<file path="config.mk">
export PLATFORM = sky130hd
export DESIGN_NAME = mux_2to1_arbiter
export DESIGN_NICKNAME = d
export VERILOG_FILES = /design/src/rtl/mux_arb_pkg.sv /design/src/rtl/mux_2to1.sv /design/src/rtl/mux_2to1_arbiter.sv
export SDC_FILE = /design/constraint.sdc
export NUM_CORES = 1
export LEC_CHECK = 0
export CAP_MARGIN = 20
export CORE_UTILIZATION = 46
export CTS_CLUSTER_SIZE = 10
export DETAILED_ROUTE_END_ITERATION = 8
export GPL_ROUTABILITY_DRIVEN = 1
export PLACE_DENSITY = 0.74
export RECOVER_POWER = 100
export SLEW_MARGIN = 20
export SYNTH_ARGS = -nofsm -noshare
export SYNTH_HDL_FRONTEND = slang
export SYNTH_SLANG_ARGS = --single-unit
</file>
<file path="constraint.sdc">
create_clock -name clk -period 2.6 [get_ports clk]
set_clock_uncertainty 0.05 [all_clocks]
set_input_delay 0.26 -clock clk [delete_from_list [all_inputs] [get_ports clk]]
set_output_delay 0.26 -clock clk [all_outputs]
set_load 0.005 [all_outputs]
</file>
<file path="src/rtl/mux_arb_pkg.sv">
// Shared types and constants for the two-requester mux arbiter.
package mux_arb_pkg;

    localparam int DATA_W = 8;
    localparam int HOLD_W = 4;

    // Registered grant state; 2'b11 is unused and treated as IDLE.
    typedef enum logic [1:0] {
        GNT_IDLE = 2'b00,
        GNT_IN1  = 2'b01,
        GNT_IN2  = 2'b10
    } gnt_e;

    // Requester identity, also the encoding of out_src and last.
    localparam logic SRC_IN1 = 1'b0;
    localparam logic SRC_IN2 = 1'b1;

    // Burst counter increment that saturates at the hold limit.
    function automatic logic [HOLD_W-1:0] hold_inc(input logic [HOLD_W-1:0] cnt,
                                                   input logic [HOLD_W-1:0] lim);
        return (cnt >= lim) ? lim : cnt + 4'd1;
    endfunction

    // Grant state that serves a given requester.
    function automatic gnt_e src2gnt(input logic src);
        return (src == SRC_IN2) ? GNT_IN2 : GNT_IN1;
    endfunction

endpackage

</file>
<file path="src/rtl/mux_2to1.sv">
// Plain 2:1 data multiplexer: sel=0 passes in1, sel=1 passes in2.
module mux_2to1 #(
    parameter int W = 8
) (
    input  logic [W-1:0] in1,
    input  logic [W-1:0] in2,
    input  logic         sel,
    output logic [W-1:0] out
);

    assign out = sel ? in2 : in1;

endmodule

</file>
<file path="src/rtl/mux_2to1_arbiter.sv">
// Round-robin arbiter with a burst-hold limit sharing one mux_2to1 between
// two valid/ready requesters; the selected beat lands in a one-entry output
// register presented downstream with valid/ready.
module mux_2to1_arbiter
    import mux_arb_pkg::*;
#(
    parameter int MAX_HOLD = 4
) (
    input  logic              clk,
    input  logic              rst_n,
    input  logic              in1_valid,
    input  logic [DATA_W-1:0] in1_data,
    output logic              in1_ready,
    input  logic              in2_valid,
    input  logic [DATA_W-1:0] in2_data,
    output logic              in2_ready,
    output logic              out_valid,
    output logic [DATA_W-1:0] out_data,
    output logic              out_src,
    input  logic              out_ready,
    output logic              sel
);

    localparam logic [HOLD_W-1:0] MAX_H = HOLD_W'(MAX_HOLD);

    gnt_e              grant, grant_nxt;
    logic [HOLD_W-1:0] hold_cnt, hold_adv, hold_nxt;
    logic              last, last_nxt;
    logic [DATA_W-1:0] mux_out;
    logic              can_accept;
    logic              xfer;
    logic              cur_vld, oth_vld, cur_src;

    // The output register can take a beat when empty or draining this cycle.
    assign can_accept = !out_valid || out_ready;

    // Readies depend only on registered grant and out_ready, never on valids.
    assign in1_ready = (grant == GNT_IN1) && can_accept;
    assign in2_ready = (grant == GNT_IN2) && can_accept;
    assign sel       = (grant == GNT_IN2);

    assign xfer = (in1_valid && in1_ready) || (in2_valid && in2_ready);

    mux_2to1 #(.W(DATA_W)) u_mux (
        .in1 (in1_data),
        .in2 (in2_data),
        .sel (sel),
        .out (mux_out)
    );

    // Map the two requesters onto "current holder" and "other" views.
    always_comb begin
        cur_vld = 1'b0;
        oth_vld = 1'b0;
        cur_src = SRC_IN1;
        case (grant)
            GNT_IN1: begin
                cur_vld = in1_valid;
                oth_vld = in2_valid;
                cur_src = SRC_IN1;
            end
            GNT_IN2: begin
                cur_vld = in2_valid;
                oth_vld = in1_valid;
                cur_src = SRC_IN2;
            end
            default: ;
        endcase
    end

    // Burst count if the grant is kept: advances only on a real transfer.
    assign hold_adv = xfer ? hold_inc(hold_cnt, MAX_H) : hold_cnt;

    // Next grant / last-served decision; the hold test uses the post-beat
    // count so the limiting beat and the switch happen on the same edge.
    always_comb begin
        grant_nxt = grant;
        last_nxt  = last;
        case (grant)
            GNT_IDLE: begin
                if (in1_valid && in2_valid)
                    grant_nxt = (last == SRC_IN1) ? GNT_IN2 : GNT_IN1;
                else if (in1_valid)
                    grant_nxt = GNT_IN1;
                else if (in2_valid)
                    grant_nxt = GNT_IN2;
            end
            GNT_IN1, GNT_IN2: begin
                if (oth_vld && (!cur_vld || hold_adv == MAX_H)) begin
                    grant_nxt = src2gnt(!cur_src);
                    last_nxt  = cur_src;
                end else if (!cur_vld) begin
                    grant_nxt = GNT_IDLE;
                    last_nxt  = cur_src;
                end
            end
            default: grant_nxt = GNT_IDLE;
        endcase
    end

    // Any grant change restarts the burst count.
    assign hold_nxt = (grant_nxt != grant) ? '0 : hold_adv;

    // Arbitration state; last starts at in2 so in1 wins the first tie.
    always_ff @(posedge clk) begin
        if (!rst_n) begin
            grant    <= GNT_IDLE;
            hold_cnt <= '0;
            last     <= SRC_IN2;
        end else begin
            grant    <= grant_nxt;
            hold_cnt <= hold_nxt;
            last     <= last_nxt;
        end
    end

    // One-entry output register; reset drops any beat in flight.
    always_ff @(posedge clk) begin
        if (!rst_n) begin
            out_valid <= 1'b0;
            out_data  <= '0;
            out_src   <= SRC_IN1;
        end else if (xfer) begin
            out_valid <= 1'b1;
            out_data  <= mux_out;
            out_src   <= (grant == GNT_IN2) ? SRC_IN2 : SRC_IN1;
        end else if (out_valid && out_ready) begin
            out_valid <= 1'b0;
        end
    end

endmodule

</file>
==> metrics.txt <==
# TYPE chip_impl_metric gauge
chip_impl_metric{name="max-cap-violations",unit=""} 0
chip_impl_info{name="endpoint_kind",value="output port"} 1
chip_impl_metric{name="timing.critical_path.required",unit="ns"} 2.29
chip_impl_metric{name="insertedDiodeCount",unit=""} 0
chip_impl_metric{name="synth_warnings",unit=""} 0
chip_impl_info{name="dominantRegCellSynth",value="sky130_fd_sc_hd__dfxtp_1"} 1
chip_impl_metric{name="cts-hold-fix-buffers",unit=""} 0
chip_impl_metric{name="antenna_left",unit=""} 0
chip_impl_metric{name="worst_ep_arrival_time",unit="ns"} 2.13
chip_impl_metric{name="dr_total_vias",unit=""} 1088
chip_impl_metric{name="fp.dieH",unit="microns"} 51.6
chip_impl_info{name="combinational_family_with_the_most_area_after_synthesis",value="compound AO/OA/AOI/OAI gates"} 1
chip_impl_metric{name="global_route.overflow_total",unit=""} 0
chip_impl_metric{name="simple_gate_fraction_of_synth_area",unit="%"} 20.2
chip_impl_metric{name="drive_gt1_share",unit="%"} 7.45
chip_impl_metric{name="dpl.hpwl",unit="mm"} 2.00
chip_impl_metric{name="ys_ff_latch",unit=""} 17
chip_impl_metric{name="synthesis.area",unit="sq um"} 1130
chip_impl_metric{name="max_freq",unit="MHz"} 409
chip_impl_metric{name="clk-insertion-delay-late",unit="ns"} 0.29
chip_impl_metric{name="ctsHtreeMaxLevel",unit=""} 1
chip_impl_metric{name="hold_slack",unit="ns"} 0.455
chip_impl_metric{name="timing.final.crit_share",unit="%"} 93.9
chip_impl_metric{name="setup-tns-final",unit="ns"} 0
chip_impl_metric{name="power.density_cell_area",unit="nW/um^2"} 573
chip_impl_metric{name="vdd.ir_drop.worst",unit="mV"} 0.420
chip_impl_metric{name="drt_pre_antenna_iters",unit=""} 4
chip_impl_info{name="start_kind",value="register"} 1
chip_impl_metric{name="cellLeakagePower",unit="nW"} 0.648
chip_impl_metric{name="cts_made_buffers",unit=""} 3
chip_impl_metric{name="floorplan.io_pins",unit=""} 34
chip_impl_info{name="cts.root.buffer_cell",value="sky130_fd_sc_hd__clkbuf_4"} 1
chip_impl_metric{name="areaGrowthSynthToFinish",unit="%"} 30.9
chip_impl_info{name="synth_top_cell_by_area",value="sky130_fd_sc_hd__dfxtp_1"} 1
chip_impl_metric{name="drc_errors",unit=""} 0
chip_impl_metric{name="netlist_instances",unit=""} 128
chip_impl_metric{name="cts_setup_buffers",unit=""} 0
chip_impl_metric{name="final-setup-viol-count",unit=""} 0
chip_impl_metric{name="period_needed",unit="ns"} 2.44
chip_impl_metric{name="worst-path-buf-inv",unit=""} 3
chip_impl_metric{name="clock_tree.buffer_depth",unit=""} 2
chip_impl_metric{name="placeableCoreArea",unit="sq um"} 2280
chip_impl_info{name="timing.critical_path.cells",value="inv_1 -> ha_1 -> clkbuf_2 -> clkdlybuf4s50_1"} 1
chip_impl_metric{name="portBuffers",unit=""} 33
chip_impl_metric{name="synth.area.mux_share",unit="%"} 8.84
chip_impl_metric{name="vias_per_cell",unit=""} 5.76
chip_impl_metric{name="via_count_of_the_first_global_routing_pass",unit=""} 992
chip_impl_metric{name="floorplan.die_area",unit="sq um"} 2660
chip_impl_metric{name="route.detailed.wl_per_inst",unit="microns"} 13.9
chip_impl_info{name="tritoncts",value="done"} 1
chip_impl_metric{name="fillers",unit=""} 193
chip_impl_metric{name="cts_resized",unit=""} 0
chip_impl_metric{name="synth_top_area_share",unit="%"} 30.1
chip_impl_info{name="synth_top_cells_by_area",value="sky130_fd_sc_hd__dfxtp_1, sky130_fd_sc_hd__mux2i_1, sky130_fd_sc_hd__o211a_1"} 1
chip_impl_metric{name="gpl.final_weighted_congestion",unit=""} 0.873
chip_impl_metric{name="worstPathMaxFanout",unit=""} 11
chip_impl_info{name="worst_hold_path_type",value="register to register"} 1
chip_impl_metric{name="start_util",unit="%"} 49.8
chip_impl_metric{name="hold_violations",unit=""} 0
chip_impl_metric{name="timing.slew.headroom",unit="%"} 64.2
chip_impl_metric{name="synth-xor-area-share",unit="%"} 0
chip_impl_metric{name="post_synth_num_cell_types",unit=""} 41
chip_impl_metric{name="worst_slew_pin_slew",unit="ns"} 0.523
chip_impl_metric{name="routed_wire_length",unit="mm"} 2.62
chip_impl_metric{name="grt_first_pass_wirelength",unit="mm"} 4.35
chip_impl_metric{name="postSynth.asyncResetShare",unit="%"} 0
chip_impl_metric{name="synth_compound_area_share",unit="%"} 30.7
chip_impl_info{name="synth.most_common_cell",value="sky130_fd_sc_hd__dfxtp_1"} 1
chip_impl_metric{name="synth_edf_count",unit=""} 0
chip_impl_metric{name="chipWidth",unit="microns"} 51.6
chip_impl_info{name="unrepaired_setup_endpoints_after_global_routing",value="no"} 1
chip_impl_metric{name="grt_max_degree",unit=""} 21
chip_impl_metric{name="numClockSinks",unit=""} 17
chip_impl_info{name="critPathTopFamily",value="buffers and inverters"} 1
chip_impl_metric{name="post_synthesis_share_of_cell_area_spent_on_full_adders_half_adders_and_majority_gates",unit="%"} 5.52
chip_impl_metric{name="clock_slew_seen_by_the_registers_of_the_worst_setup_and_hold_paths",unit="ns"} 0.11
chip_impl_metric{name="initial_antenna_violation_count",unit=""} 0
chip_impl_info{name="timing.setup.critical_path_class",value="register to output port"} 1
chip_impl_metric{name="finalMaxSlewViolations",unit=""} 0
chip_impl_info{name="cp_slowest_cell",value="sky130_fd_sc_hd__clkdlybuf4s50_1"} 1
chip_impl_metric{name="postSynthAreaPerCell",unit="sq um"} 8.85
chip_impl_metric{name="globalRouteTotalUtil",unit="%"} 21.6
chip_impl_metric{name="final_nets",unit=""} 188
chip_impl_metric{name="ys_seq_area_share",unit="%"} 30.1
chip_impl_info{name="synth.cells.most_frequent",value="sky130_fd_sc_hd__dfxtp_1, sky130_fd_sc_hd__nand2_1, sky130_fd_sc_hd__nor2_1, sky130_fd_sc_hd__mux2i_1, sky130_fd_sc_hd__o211a_1"} 1
chip_impl_metric{name="initialDrtViolationCount",unit=""} 21
chip_impl_metric{name="syn_nets",unit=""} 154
chip_impl_info{name="run_status",value="complete, no violations"} 1
chip_impl_metric{name="critical_path.max_stage_delay",unit="ns"} 0.57
chip_impl_metric{name="core.rowCount",unit=""} 17
==> layout by cell type, fill, tap and decap left out, types with 5 or more instances in the layout <==
master and instances:
sky130_fd_sc_hd__nor2b_1 5, sky130_fd_sc_hd__a211oi_1 6, sky130_fd_sc_hd__nand2_1 13, sky130_fd_sc_hd__clkdlybuf4s50_1 21, sky130_fd_sc_hd__o211a_1 8, sky130_fd_sc_hd__nor3_1 5
sky130_fd_sc_hd__o21ai_0 6, sky130_fd_sc_hd__nor2_1 11, sky130_fd_sc_hd__ha_1 5, sky130_fd_sc_hd__inv_1 5, sky130_fd_sc_hd__dlygate4sd3_1 12, sky130_fd_sc_hd__dfxtp_1 17
sky130_fd_sc_hd__mux2i_1 10
==> logic make-up after synthesis <==
logic type / after synthesis
AOI/OAI and AO/OA: 39
buffers and inverters: 12
DFF: 17
muxes: 10
and+or+nand+nor: 45
adders and majority gates: 5
==> state kept, by name (all words and copies together), names as in the netlist <==
| register | flops |
|---|---|
| out_data | 8 |
| hold_cnt | 4 |
| grant | 2 |
| last | 1 |
| out_src | 1 |
| out_valid | 1 |
==> per-stage QoR <==
stage               std cells  setup WS, ns  power (mW)  cell area, sq um  util, %
finish                    189         0.157       0.849              1480     65.1
global route              189        0.0709       0.906              1480     65.1
CTS                       189         0.216       0.885              1520     66.6
detailed placement        185         0.526       0.728              1490     65.3
global placement          185         0.555       0.721              1490     65.3
floorplan                 128         0.699       0.577              1130        -
==> power by group <==
group	leakage (nW)	switching [mW]	internal [mW]
Combinational	0.495	0.175	0.186
Clock	0.0139	0.0934	0.0585
Sequential	0.139	0.0365	0.300
==> path summary, 6_finish.rpt <==
check                           depth (start not counted)     endpoint  slack, ns   startpoint
worst max-delay path                                    4          sel       0.16     grant[0]
worst max register to register                          7  hold_cnt[2]       0.36     grant[0]
worst min register to register                          1  out_data[7]       0.46  out_data[7]
worst min-delay path                                    1  out_data[7]       0.46  out_data[7]
==> routing by layer <==
metal	part of all wire, %	up-vias	track usage [%]
li1	-	545	-
met1	47	499	27.2
met2	47	42	37.2
met3	5.6	2	4.68
met4	0.31	0	5.41
met5	0	-	0
==> cell type report <==
type                            count  area [sq um]  area share [%]
Sequential cell                    17           340            23.0
Multi-Input combinational cell     99           711            47.9
Tap cell                           28          35.0            2.36
Clock inverter                      1          7.51           0.506
Timing Repair Buffer               36           348            23.5
Inverter                            5          18.8            1.27
Clock buffer                        3          22.5            1.52
(Power assumes the default switching activity.)
